`config.mk`:
```
export PLATFORM = sky130hd
export DESIGN_NAME = fp_wb_arbiter_flat
export DESIGN_NICKNAME = d
export VERILOG_FILES = /design/src/rtl/fp_wb_arbiter_if.sv /design/src/rtl/fp_wb_arbiter.sv /design/src/flat_wrapper.sv
export SDC_FILE = /design/constraint.sdc
export NUM_CORES = 1
export LEC_CHECK = 0
export ABC_AREA = 1
export CAP_MARGIN = 20
export CELL_PAD_IN_SITES_DETAIL_PLACEMENT = 0
export CELL_PAD_IN_SITES_GLOBAL_PLACEMENT = 1
export CORE_AREA = 3 3 134 136
export DETAILED_ROUTE_END_ITERATION = 8
export DIE_AREA = 0 0 137 139
export PLACE_DENSITY = 0.78
export SYNTH_ARGS = -nofsm -noshare
export SYNTH_HDL_FRONTEND = slang
export SYNTH_SLANG_ARGS = --single-unit
export TNS_END_PERCENT = 100
```
`constraint.sdc`:
```
create_clock -name i_clk -period 1.6 [get_ports i_clk]
set_input_delay 0.16 -clock i_clk [delete_from_list [all_inputs] [get_ports i_clk]]
set_output_delay 0.16 -clock i_clk [all_outputs]
set_load 0.005 [all_outputs]
```
`src/rtl/fp_wb_arbiter_if.sv`:
```
// Bus bundle between the FP result producers / decode and the write-back arbiter.
// A request from producer k transfers on a clock edge where i_req_valid[k] & o_req_ready[k]; valid, rd and data stay stable until then.
interface fp_wb_arbiter_if #(parameter int FLEN = 32);
  logic [2:0]        i_req_valid;
  logic [14:0]       i_req_rd;
  logic [3*FLEN-1:0] i_req_data;
  logic [2:0]        o_req_ready;
  logic              i_issue_valid;
  logic [4:0]        i_issue_rd;
  logic              o_issue_ready;
  logic [4:0]        i_rs1;
  logic [4:0]        i_rs2;
  logic [4:0]        i_rs3;
  logic              o_hazard;
  logic [31:0]       o_pending;
  logic              o_rf_we;
  logic [4:0]        o_rf_rd;
  logic [FLEN-1:0]   o_rf_din;
  logic [1:0]        o_dbg_rr_ptr;

  modport master (
    output i_req_valid, i_req_rd, i_req_data, i_issue_valid, i_issue_rd,
           i_rs1, i_rs2, i_rs3,
    input  o_req_ready, o_issue_ready, o_hazard, o_pending,
           o_rf_we, o_rf_rd, o_rf_din, o_dbg_rr_ptr
  );

  modport slave (
    input  i_req_valid, i_req_rd, i_req_data, i_issue_valid, i_issue_rd,
           i_rs1, i_rs2, i_rs3,
    output o_req_ready, o_issue_ready, o_hazard, o_pending,
           o_rf_we, o_rf_rd, o_rf_din, o_dbg_rr_ptr
  );
endinterface

```
`src/rtl/fp_wb_arbiter.sv`:
```
// FP register-file write-back arbiter (3 producers) with pending-write scoreboard.
// Define FP_WB_RR_EN for round-robin priority; otherwise fixed priority 0 > 1 > 2.
module fp_wb_arbiter #(
  parameter int FLEN = 32
) (
  input  logic          i_clk,
  input  logic          i_rst_n,
  fp_wb_arbiter_if.slave bus
);

  logic [31:0]     pending_q, pending_d;
  logic            rf_we_q, rf_we_d;
  logic [4:0]      rf_rd_q, rf_rd_d;
  logic [FLEN-1:0] rf_din_q, rf_din_d;
  logic [2:0]      grant;
  logic [2:0]      accept;
  logic [4:0]      win_rd;
  logic [FLEN-1:0] win_data;
  logic            issue_ready;

`ifdef FP_WB_RR_EN
  logic [1:0] ptr_q, ptr_d;

  function automatic logic [1:0] wrap3(input logic [2:0] v);
    return (v >= 3'd3) ? 2'(v - 3'd3) : v[1:0];
  endfunction

  // ptr_q names the producer with highest priority this cycle.
  always_comb begin
    logic       found;
    logic [1:0] idx;
    grant = '0;
    found = 1'b0;
    idx   = 2'd0;
    for (int i = 0; i < 3; i++) begin
      idx = wrap3({1'b0, ptr_q} + 3'(i));
      if (!found && bus.i_req_valid[idx]) begin
        grant[idx] = 1'b1;
        found      = 1'b1;
      end
    end
  end

  always_comb begin
    ptr_d = ptr_q;
    for (int k = 0; k < 3; k++) begin
      if (accept[k]) ptr_d = wrap3(3'(k) + 3'd1);
    end
  end

  always_ff @(posedge i_clk or negedge i_rst_n) begin
    if (!i_rst_n) ptr_q <= 2'd0;
    else          ptr_q <= ptr_d;
  end

  assign bus.o_dbg_rr_ptr = ptr_q;
`else
  always_comb begin
    grant = '0;
    if      (bus.i_req_valid[0]) grant = 3'b001;
    else if (bus.i_req_valid[1]) grant = 3'b010;
    else if (bus.i_req_valid[2]) grant = 3'b100;
  end

  assign bus.o_dbg_rr_ptr = 2'd0;
`endif

  // No grants and no issues are accepted while reset is asserted.
  assign accept          = i_rst_n ? grant : 3'b000;
  assign bus.o_req_ready = accept;

  always_comb begin
    win_rd   = '0;
    win_data = '0;
    for (int k = 0; k < 3; k++) begin
      if (accept[k]) begin
        win_rd   = bus.i_req_rd[5*k +: 5];
        win_data = bus.i_req_data[FLEN*k +: FLEN];
      end
    end
  end

  assign issue_ready       = i_rst_n & ~pending_q[bus.i_issue_rd];
  assign bus.o_issue_ready = issue_ready;

  // Clear before set: an untracked write to the index being issued must not cancel the new op.
  always_comb begin
    pending_d = pending_q;
    if (|accept) pending_d[win_rd] = 1'b0;
    if (bus.i_issue_valid && issue_ready) pending_d[bus.i_issue_rd] = 1'b1;
  end

  always_comb begin
    rf_we_d  = |accept;
    rf_rd_d  = rf_rd_q;
    rf_din_d = rf_din_q;
    if (|accept) begin
      rf_rd_d  = win_rd;
      rf_din_d = win_data;
    end
  end

  always_ff @(posedge i_clk or negedge i_rst_n) begin
    if (!i_rst_n) begin
      pending_q <= '0;
      rf_we_q   <= 1'b0;
      rf_rd_q   <= '0;
      rf_din_q  <= '0;
    end else begin
      pending_q <= pending_d;
      rf_we_q   <= rf_we_d;
      rf_rd_q   <= rf_rd_d;
      rf_din_q  <= rf_din_d;
    end
  end

  assign bus.o_pending = pending_q;
  assign bus.o_hazard  = pending_q[bus.i_rs1] | pending_q[bus.i_rs2] | pending_q[bus.i_rs3];
  assign bus.o_rf_we   = rf_we_q;
  assign bus.o_rf_rd   = rf_rd_q;
  assign bus.o_rf_din  = rf_din_q;

endmodule

```
`src/flat_wrapper.sv`:
```
// flat-port wrapper written by rule: the top's interface ports become plain ports
module fp_wb_arbiter_flat 
#(
  parameter int FLEN = 32
)
  (i_clk, i_rst_n, bus_i_req_valid, bus_i_req_rd, bus_i_req_data, bus_i_issue_valid, bus_i_issue_rd, bus_i_rs1, bus_i_rs2, bus_i_rs3, bus_o_req_ready, bus_o_issue_ready, bus_o_hazard, bus_o_pending, bus_o_rf_we, bus_o_rf_rd, bus_o_rf_din, bus_o_dbg_rr_ptr);
  fp_wb_arbiter_if #(.FLEN(FLEN)) bus_i ();
  input  logic i_clk;
  input  logic i_rst_n;
  input wire logic [$bits(bus_i.i_req_valid)-1:0] bus_i_req_valid;
  input wire logic [$bits(bus_i.i_req_rd)-1:0] bus_i_req_rd;
  input wire logic [$bits(bus_i.i_req_data)-1:0] bus_i_req_data;
  input wire logic [$bits(bus_i.i_issue_valid)-1:0] bus_i_issue_valid;
  input wire logic [$bits(bus_i.i_issue_rd)-1:0] bus_i_issue_rd;
  input wire logic [$bits(bus_i.i_rs1)-1:0] bus_i_rs1;
  input wire logic [$bits(bus_i.i_rs2)-1:0] bus_i_rs2;
  input wire logic [$bits(bus_i.i_rs3)-1:0] bus_i_rs3;
  output wire logic [$bits(bus_i.o_req_ready)-1:0] bus_o_req_ready;
  output wire logic [$bits(bus_i.o_issue_ready)-1:0] bus_o_issue_ready;
  output wire logic [$bits(bus_i.o_hazard)-1:0] bus_o_hazard;
  output wire logic [$bits(bus_i.o_pending)-1:0] bus_o_pending;
  output wire logic [$bits(bus_i.o_rf_we)-1:0] bus_o_rf_we;
  output wire logic [$bits(bus_i.o_rf_rd)-1:0] bus_o_rf_rd;
  output wire logic [$bits(bus_i.o_rf_din)-1:0] bus_o_rf_din;
  output wire logic [$bits(bus_i.o_dbg_rr_ptr)-1:0] bus_o_dbg_rr_ptr;
  assign bus_i.i_req_valid = bus_i_req_valid;
  assign bus_i.i_req_rd = bus_i_req_rd;
  assign bus_i.i_req_data = bus_i_req_data;
  assign bus_i.i_issue_valid = bus_i_issue_valid;
  assign bus_i.i_issue_rd = bus_i_issue_rd;
  assign bus_i.i_rs1 = bus_i_rs1;
  assign bus_i.i_rs2 = bus_i_rs2;
  assign bus_i.i_rs3 = bus_i_rs3;
  assign bus_o_req_ready = bus_i.o_req_ready;
  assign bus_o_issue_ready = bus_i.o_issue_ready;
  assign bus_o_hazard = bus_i.o_hazard;
  assign bus_o_pending = bus_i.o_pending;
  assign bus_o_rf_we = bus_i.o_rf_we;
  assign bus_o_rf_rd = bus_i.o_rf_rd;
  assign bus_o_rf_din = bus_i.o_rf_din;
  assign bus_o_dbg_rr_ptr = bus_i.o_dbg_rr_ptr;
  fp_wb_arbiter #(.FLEN(FLEN)) u_core (.i_clk(i_clk), .i_rst_n(i_rst_n), .bus(bus_i));
endmodule
```
# After elaboration in Yosys (flattened, before gate mapping)
# Index checks and enable logic that the tools add are counted.
# W data, S select, Z words.
totals:
  reg_bits: 70
  inputBits: 137
  out_inout_bits: 77
  word_cells: 46
op_classes:
  order_cmp: 7
  mux: 24
  bitwise: 7
  n_reduce_logical: 4
op_table:
  columns: ["op", "count"]
  rows:
  - ["$mux W32", 5]
  - ["$and A32 B32 Y32", 1]
  - ["$not A32 Y32", 1]
  - ["$or A32 B32 Y32", 1]
  - ["$lt A5 B6 Y1 const B", 5]
  - ["$bmux W1 S5", 4]
  - ["$mux W5", 3]
  - ["$mux W3", 4]
  - ["$demux W1 S5", 2]
  - ["$ge A5 B1 Y1 const B", 2]
  - ["$mux W1", 6]
  - ["$logic_and A1 B1 Y1", 3]
  - ["$reduce_or A3 Y1", 1]
  - ["$or A1 B1 Y1", 2]
  - ["$and A1 B1 Y1", 1]
  - ["$not A1 Y1", 1]

# Depth between registers and ports, before layout
# Gate-level depths: netlist (run 1).
logic_depth:
  word_depth: 16
  mapped_depth: 14
  ltp_nobuf: 12

# Worst setup path after synthesis (run 1)
# Ideal clock, no wire load.
synth_path:
  path_type: "register to register"
  startpoint: "register u_core.pending_q[9] (netlist: u_core.bus.o_pending[9])"
  endpoint: "register u_core.pending_q[14] (netlist: u_core.bus.o_pending[14])"
  setup_ns: 0.065
  arrival_time_ns: 1.292
  required_time_ns: 1.535
  path_slack_ns: 0.243
  stages_incl_launch_ff: 13
  path_buffers: 1
  period_less_slack_ns: 1.357
  path_cell_list: "dfrtp_1 nand2_1 o21ai_0 nand2_1 nand2_1 nand2_1 nand2_1 nor2_1 nand3_1 nor2_4 buf_4 nand2_1 nand2_1"
synth_between:
  elab_chain_len: 6
synth_lines:
  columns: ["item", "line", "source"]
  rows:
  - ["start: declaration", "fp_wb_arbiter.sv:11", "logic [31:0] pending_q, pending_d;"]
  - ["start signal: assignment", "fp_wb_arbiter.sv:110", "pending_q <= pending_d;"]
  - ["$bmux W1 S5", "fp_wb_arbiter.sv:83", "assign issue_ready = i_rst_n & ~pending_q[bus.i_issue_rd];"]
  - ["$mux W1 (not written as such)", "fp_wb_arbiter.sv:83", null]
  - ["$not A1 Y1", "fp_wb_arbiter.sv:83", null]
  - ["$and A1 B1 Y1", "fp_wb_arbiter.sv:83", null]
  - ["$logic_and A1 B1 Y1", "fp_wb_arbiter.sv:90", "if (bus.i_issue_valid && issue_ready) pending_d[bus.i_issue_rd] = 1'b1;"]
  - ["$mux W32", "fp_wb_arbiter.sv:90", null]
  - ["net u_core.pending_d[14]", "fp_wb_arbiter.sv:11", null]
# The timed path passes the listed nets, and every way through them passes these cells. The select of a mux whose other input is x is not followed.
# A chain may end at the register's enable or synchronous reset.

# Worst setup path in the final report (run 1)
layout_path:
  startpoint: "register u_core.pending_q[29] (netlist: u_core.bus.o_pending[29])"
  endpoint: "output bus_o_hazard"
layout_between:
  elab_chain_len: 4
  word_cells_on_any_way: 8
  cone_classes: "mux (6); bitwise (2)"
layout_lines:
  columns: ["item", "line", "source"]
  rows:
  - ["$bmux W1 S5", "fp_wb_arbiter.sv:118", "assign bus.o_hazard = pending_q[bus.i_rs1] | pending_q[bus.i_rs2] | pending_q[bus.i_rs3];"]
  - ["$mux W1 (not written as such)", "fp_wb_arbiter.sv:118", null]
  - ["$or A1 B1 Y1", "fp_wb_arbiter.sv:118", null]
  - ["$or A1 B1 Y1 *", "fp_wb_arbiter.sv:118", null]
  - ["end: declaration", "flat_wrapper.sv:20", "output wire logic [$bits(bus_i.o_hazard)-1:0] bus_o_hazard;"]
# Every way passes the cells marked *; elsewhere a longest branch is shown, timed or not. The select of a mux whose other input is x is not followed.

==> results.md, run 1 <==
* Pin count of the biggest net entering global routing at 53
* Worst VDD drop at 0.577 mV
* Hold Crit Class: in -> async
* GRT overflow at 0
* Inst Count DP at 1283
* Clk buf depth at 2
* Most numerous cell on the critical path: nand2_1
* Synthesized area at 4700 um^2
* Leakage power at 4.39 nW
* Min Tclk post-route at 1.82 ns
* Root Driver: clkbuf_16
* # rows at 48
* Vias in the first global route at 5966
* FF-to-FF path depth at 14
* IO Port Bufs at 211
* Synth warnings at 0
* GR Util All Layers at 23.0%
* Count leader, synth: nand2_1
* Reg-to-reg endpoint: u_core.bus.o_pending[22]
* Top cell type's share of synthesized area at 37.2%
* # H-tree levels at 3
* Clock-pin slew on the worst setup and hold paths at 0.07 ns
* Failing checks: negative setup slack
* Post-route setup slack at -0.224 ns
* Ant. Diodes at 0
* Drt initial violations at 393
* IO Count at 214
* Outcome: finished, violations left
* # setup viols final at 34
* Initial Utilization at 27.6%
* Routed length per instance at 16.8 um
* Post-synth EDFFs at 0
* Internal reg-to-reg setup slack at -0.19 ns
* Worst-Margin Slew at 0.699 ns
* Startpoint types: register
* Worst EP required at 1.44 ns
* Maxcap violations at 0
* Cell Pwr Density at 872 nW/um^2
* Worst setup path end: bus_o_hazard
* Residual DRC at 0
* CP cell instances: buf_6 > a21oi_2 > o21ai_1 > nand3_1 > nand2_1 > nand2_1 > nand3_2 > nand2_1 > nand3_2 > buf_2
* Sequential area share after synthesis at 37.2%
* Core ar. at 17100 um^2
* First-pass GRT wire length at 33700 um
* CP arrival at 1.66 ns
* Synth Register Bits at 70
* Slew Viols, Final at 0
* Final antenna-violating net count at 0
* Via/cell ratio at 4.75
* Crit path kind: reg -> out
* Crit-path max cell delay at 0.43 ns
* Critical path capture point type: output pin
* Number of CTS-inserted buffers at 9
* Non-Filler Instances at 1337
* Final WL at 22400 um
* Mean area per synthesized cell at 6.13 um^2
* Largest cells by area after synthesis: dfrtp_1 37%, nand2_1 28%, o21ai_0 6.8%
* Slowest CP cell: dfrtp_1
* Reg2reg start: u_core.bus.o_pending[30]
* TritonCTS clock tree: built
* Async SR Flop Fraction at 100%
* DIE WIDTH at 137 um
* Critical path buffers and inverters at 2
* Synth cell types at 20
* Crit-path max FO at 4
* GP Congestion at 0.957
* Final hold vios at 0
* Crit-path leading delay family: simple AND/OR/NAND/NOR gates
* Main synth FF type: dfrtp_1
* Critical Path Stages at 10
* Slew margin rel. at 53.4%
* Sink Count at 70
* Synth-to-Final Area Change at 87.3%
* Later-pin clock latency in the skew report at 0.35 ns
* Layout cells sized above 1 at 22.1%
* Setup TNS at -4.71 ns
* DRT Pass-1 Iters at 5
* Period utilisation layout at 114%
* Clock skew at 0.0146 ns
* Die Y at 139 um
* DIE AREA at 19000 um^2
* Via count at 6348
* Gate Count Post-Synth at 768
* Max Freq at 548 MHz
* Finished Core Util at 51.7%
* Nets at 1244
* Total power draw at 7.68 mW
* Synth area leader: dfrtp_1
* Top cells by count, synth: 346 x nand2_1, 70 x dfrtp_1, 65 x nor2_1
* Post-DP HPWL at 16800 um
* Setup crit start: u_core.bus.o_pending[29]
* Initial antenna violation count at 0
* RSZ-0062 raised after global routing: true
## cells by family after synthesis
family,Yosys count,synth area share [%]
AO/OA/AOI/OAI,96,10.4
AND/OR/NAND/NOR,511,44.5
flip-flops,70,37.2
other,1,0.0797
buffers and inverters,90,7.82
## metrics by stage
stage               setup WS (ns)  area (um^2)  hold WS (ns)
floorplan                   0.243         4710        -0.136
global placement           -0.660         7850         0.150
detailed placement         -0.665         7850         0.147
CTS                        -0.220         8620        0.0281
global route               -0.364         8810        0.0508
finish                     -0.224         8810       0.00375
## worst register-to-register path: cells and delay by family (launching register included)
| kind | cells | cell delay [ns] |
|---|---|---|
| and+or+nand+nor | 11 | 0.87 |
| buffers and inverters | 3 | 0.43 |
| DFF | 1 | 0.42 |
## worst min-delay path by stage
stage | start | to | slack (ns) | cells after the start
after floorplan | i_rst_n | u_core.bus.o_pending[0] | -0.14 | 0
after global routing | i_rst_n | u_core.bus.o_rf_rd[2] | 0.05 | 2
final | i_rst_n | u_core.bus.o_rf_rd[2] | 0.004 | 2
after detailed placement | i_rst_n | u_core.bus.o_pending[28] | 0.15 | 2
after CTS | i_rst_n | u_core.bus.o_rf_rd[2] | 0.03 | 2
after global placement | i_rst_n | u_core.bus.o_pending[4] | 0.15 | 2
## sequential cells by signal (all words and copies together) (netlist names)
| register | count |
|---|---|
| u_core.bus.o_pending | 32 |
| u_core.bus.o_rf_rd | 5 |
| u_core.bus.o_rf_we | 1 |
| u_core.bus.o_rf_din | 32 |
## layout make-up
class	instances	area, um^2
repair inverters	1	7.51
well taps	225	282
fillers	1760	8250
multi-input cells	609	2800
inverters	56	220
clock buffers	10	229
flip-flops and latches	70	1760
repair buffers	360	3420
clock inverters	6	93.8
## per-layer routing
metal  global-route usage (%)  vias to the layer above  share of wire [%]
met5                        0                        -                  0
met4                     6.88                        0                1.5
met3                     6.68                       22                9.3
met2                     38.8                      290                 49
met1                     28.4                     2887                 40
li1                         -                     3149                  -
## layout by cell type, fill, tap and decap left out, types with 2 or more instances in the layout
| cell | instances |
|---|---|
| nand2_1 | 299 |
| clkdlybuf4s50_1 | 179 |
| buf_4 | 123 |
| dfrtp_1 | 61 |
| nor2_1 | 59 |
| nand3_1 | 55 |
| o21ai_0 | 51 |
| inv_1 | 45 |
| nand2_2 | 39 |
| nand4_1 | 33 |
| a21oi_1 | 27 |
| buf_6 | 18 |
| dlygate4sd2_1 | 17 |
| o21ai_1 | 13 |
| dlymetal6s2s_1 | 10 |
| clkbuf_16 | 9 |
| dfrtp_2 | 9 |
| nand2_4 | 8 |
| inv_2 | 6 |
| nor3_1 | 6 |
| buf_12 | 6 |
| nor2_2 | 4 |
| nor2_4 | 3 |
| nand3_2 | 3 |
| clkinvlp_4 | 3 |
| o211ai_1 | 3 |
| inv_4 | 2 |
| conb_1 | 2 |
| inv_6 | 2 |
| bufinv_16 | 2 |
| buf_16 | 2 |
| dlygate4sd3_1 | 2 |
## power breakdown
part           internal (mW)  leakage [nW]  switching, mW
Combinational           1.73          3.37           1.35
Clock                   1.38         0.154          0.857
Sequential              2.08         0.866          0.284
## timing repair
item                       in CTS  in global routing
cloned                          4                  0
pin swaps                      18                 15
hold endpoints to repair       18                  0
setup endpoints to repair      51                 45
hold buffers                    2                  0
setup buffers                  26                  9
gates resized for setup        98                 67
Note: power is estimated with default switching activity, not from simulation.
==> run 2, diff against run 1 <==
--- a/config.mk
+++ b/config.mk
@@ -9,10 +9,10 @@
 export CAP_MARGIN = 20
 export CELL_PAD_IN_SITES_DETAIL_PLACEMENT = 0
 export CELL_PAD_IN_SITES_GLOBAL_PLACEMENT = 1
-export CORE_AREA = 3 3 134 136
+export CORE_AREA = 2 2 133 135
 export DETAILED_ROUTE_END_ITERATION = 8
-export DIE_AREA = 0 0 137 139
-export PLACE_DENSITY = 0.78
+export DIE_AREA = 0 0 135 137
+export PLACE_DENSITY_LB_ADDON = 0.1
 export SYNTH_ARGS = -nofsm -noshare
 export SYNTH_HDL_FRONTEND = slang
 export SYNTH_SLANG_ARGS = --single-unit
==> run 2 against run 1 <==
  * The flow still finishes with violations (negative setup slack)
  * Non-clock buffer count shrank 8
  * First-iteration DRC count rose by 23%
  * Critical path depth increased by 4
  * Global-route usage grew 0.16 points
  * Routed wire length shrank 4.8%
  * Via count shrank 3.1%
  * Count of clock-buffer cells in the layout rose by 1
  * Flip-flop and latch count unchanged
  * Critical path type is now reg -> reg
  * Critical endpoint is now u_core.bus.o_pending[20]
  * Highest routed layer unchanged
==> results.md, run 2 (synthesis gave the netlist of run 1 again) <==
* Outcome: finished, violations left
* Failing checks: negative setup slack
* # rows at 48 (unchanged)
* Worst VDD drop at 0.470 mV (-19%)
* Residual DRC at 0 (unchanged)
* Leakage power at 4.18 nW (-4.7%)
* FF+latch area at 1780 um^2 (+1.1%)
* Via count at 6151 (-3.1%)
* Nets at 1237 (-0.56%)
* Layout cells sized above 1 at 19.0% (-3.1 points)
* GR Util All Layers at 23.2% (+0.16 points)
* Startpoint types: register
* Switching Share at 32.0% (-0.48 points)
* Reg-to-reg endpoint: u_core.bus.o_pending[20]
* Critical path capture point type: register
* Hold Crit Class: in -> async
* Worst EP required at 1.86 ns (+0.42 ns)
* Pin count of the biggest net entering global routing at 69 (+30%)
* P_sw at 2.38 mW (-4.7%)
* Drt initial violations at 482 (+23%)
* Commonest cells after routing, fill and taps aside: 342 x nand2_1, 179 x clkdlybuf4s50_1, 120 x buf_4
* Place WS at -0.586 ns (+0.0782 ns)
* Slew margin rel. at 53.9% (+0.54 points)
* Post-DP HPWL at 16000 um (-4.7%)
* First-pass GRT wire length at 32900 um (-2.2%)
* Vias in the first global route at 5981 (+0.25%)
* Post-route setup slack at -0.213 ns (+0.0104 ns)
* Number of CTS-inserted buffers at 9 (unchanged)
* GP Congestion at 0.956 (about the same)
* Clock-pin slew on the worst setup and hold paths at 0.06 ns (about the same)
* IO Count at 214 (unchanged)
* Final antenna-violating net count at 0 (unchanged)
* Die Y at 137 um (-1.4%)
* Period utilisation layout at 113% (-0.65 points)
* GRT overflow at 0 (unchanged)
* Final WL at 21400 um (-4.8%)
* Sink Count at 70 (unchanged)
* Max Freq at 551 MHz (+0.57%)
* TritonCTS clock tree: built
* Min Tclk post-route at 1.81 ns (-0.0104 ns)
* Share of total power in combinational logic at 38.0% (-2.2 points)
* Setup crit start: u_core.bus.o_pending[11]
* Final hold vios at 0 (unchanged)
* Initial antenna violation count at 1 (+1)
* Crit-path max FO at 32 (+28)
* Initial Utilization at 27.6% (unchanged)
* # H-tree levels at 3 (unchanged)
* Crit path kind: reg -> reg
* Layout fillers at 1816 (+3.2%)
* DIE AREA at 18500 um^2 (-2.9%)
* FF-to-FF path depth at 14 (unchanged)
* Worst-Margin Slew at 0.691 ns (-0.00810 ns)
* Setup TNS at -5.60 ns (-0.893 ns)
* Clk pwr share at 28.3% (-0.8 points)
* Later-pin clock latency in the skew report at 0.35 ns (about the same)
* Most common cell after layout, fill and taps aside: nand2_1
* Clk buf depth at 2 (unchanged)
* Cell Pwr Density at 871 nW/um^2 (-0.13%)
* Internal power at 5.06 mW (-2.5%)
* # setup viols final at 36 (+5.9%)
* Core ar. at 17100 um^2 (unchanged)
* Via/cell ratio at 4.62 (-2.7%)
* Seq pwr share at 33.7% (+3.0 points)
* DIE WIDTH at 135 um (-1.5%)
* Reg2reg start: u_core.bus.o_pending[11]
* RSZ-0062 raised after global routing: true
* IO Port Bufs at 211 (unchanged)
* Synth-to-Final Area Change at 81.5%
* Root Driver: clkbuf_16
* Footprint of the multi-input gates at 2620 um^2 (-6.3%)
* CP arrival at 2.08 ns (+0.42 ns)
* Routed length per instance at 16.1 um (-4.4%)
* Internal reg-to-reg setup slack at -0.21 ns (-0.02 ns)
* DRT Pass-1 Iters at 5 (unchanged)
* Clock skew at 0.0115 ns (-0.00314 ns)
* Maxcap violations at 0 (unchanged)
* Slew Viols, Final at 0 (unchanged)
## run 2: worst max-delay path, stage by stage (launching register included)
cell and delay, ns:
dfrtp_2 0.47, buf_6 0.15, nand2_2 0.05, nand2_1 0.05, nand2_1 0.05, nand2_1 0.04
nand2_1 0.05, nand2_1 0.05, nor2_2 0.12, nand3_2 0.09, buf_4 0.14, nor2_4 0.09
buf_12 0.19, nand2_1 0.08, nand2_1 0.08
## run 2: layout make-up
| type | instances | area share [%] |
|---|---|---|
| multi-input combinational | 609 | 30.7 |
| inverter | 56 | 2.54 |
| timing repair inverter | 2 | 0.147 |
| clock inverter | 5 | 0.674 |
| antenna | 1 | 0.0293 |
| tap | 225 | 3.30 |
| clock buffer | 11 | 2.96 |
| timing repair buffer | 352 | 38.8 |
| sequential | 70 | 20.9 |
## run 2: metal layers
layer,track usage (%),part of all wire [%],vias to the layer above
met2,38.5,47,262
met5,0,0,-
met1,29.2,42,2727
met4,8.97,2.4,0
met3,5.67,8.4,32
li1,-,-,3130
## run 2: power by group through the flow
stage	clock, mW	sequential (mW)	combinational, mW
after global placement	0	2.53	2.51
after global routing	2.20	2.53	3.10
after detailed placement	0	2.53	2.50
after floorplan	0	2.36	0.788
after CTS	2.16	2.50	2.78
final	2.11	2.50	2.83
## run 2: metrics by stage
stage | util (%) | instances | power, mW | hold slack, ns | cell area, um^2
2_1_floorplan | - | 769 | 3.15 | -0.136 | 4710
3_3_place_gp | 45.5 | 1273 | 5.04 | 0.108 | 7760
3_5_place_dp | 45.5 | 1273 | 5.03 | 0.108 | 7760
4_1_cts | 49.4 | 1322 | 7.43 | 0.303 | 8430
5_1_grt | 50.1 | 1331 | 7.83 | 0.337 | 8540
6_report | 50.1 | 1331 | 7.44 | 0.316 | 8540
## run 2: what timing repair did
item	4_1_cts	5_1_grt
endpoints found under the hold margin	2	0
gates resized for setup	88	18
hold buffers	1	0
endpoints found under the setup margin	61	77
setup buffers	29	8
pin swaps	13	3
cloned	3	0
## run 2: how the worst max path moves through the flow
stage,endpoint,slack [ns],cells past startpoint
floorplan,u_core.bus.o_pending[14],0.24,12
global placement,bus_o_hazard,-0.57,11
detailed placement,bus_o_hazard,-0.59,10
CTS,u_core.bus.o_pending[20],-0.21,14
global route,u_core.bus.o_pending[20],-0.33,14
finish,u_core.bus.o_pending[20],-0.21,14
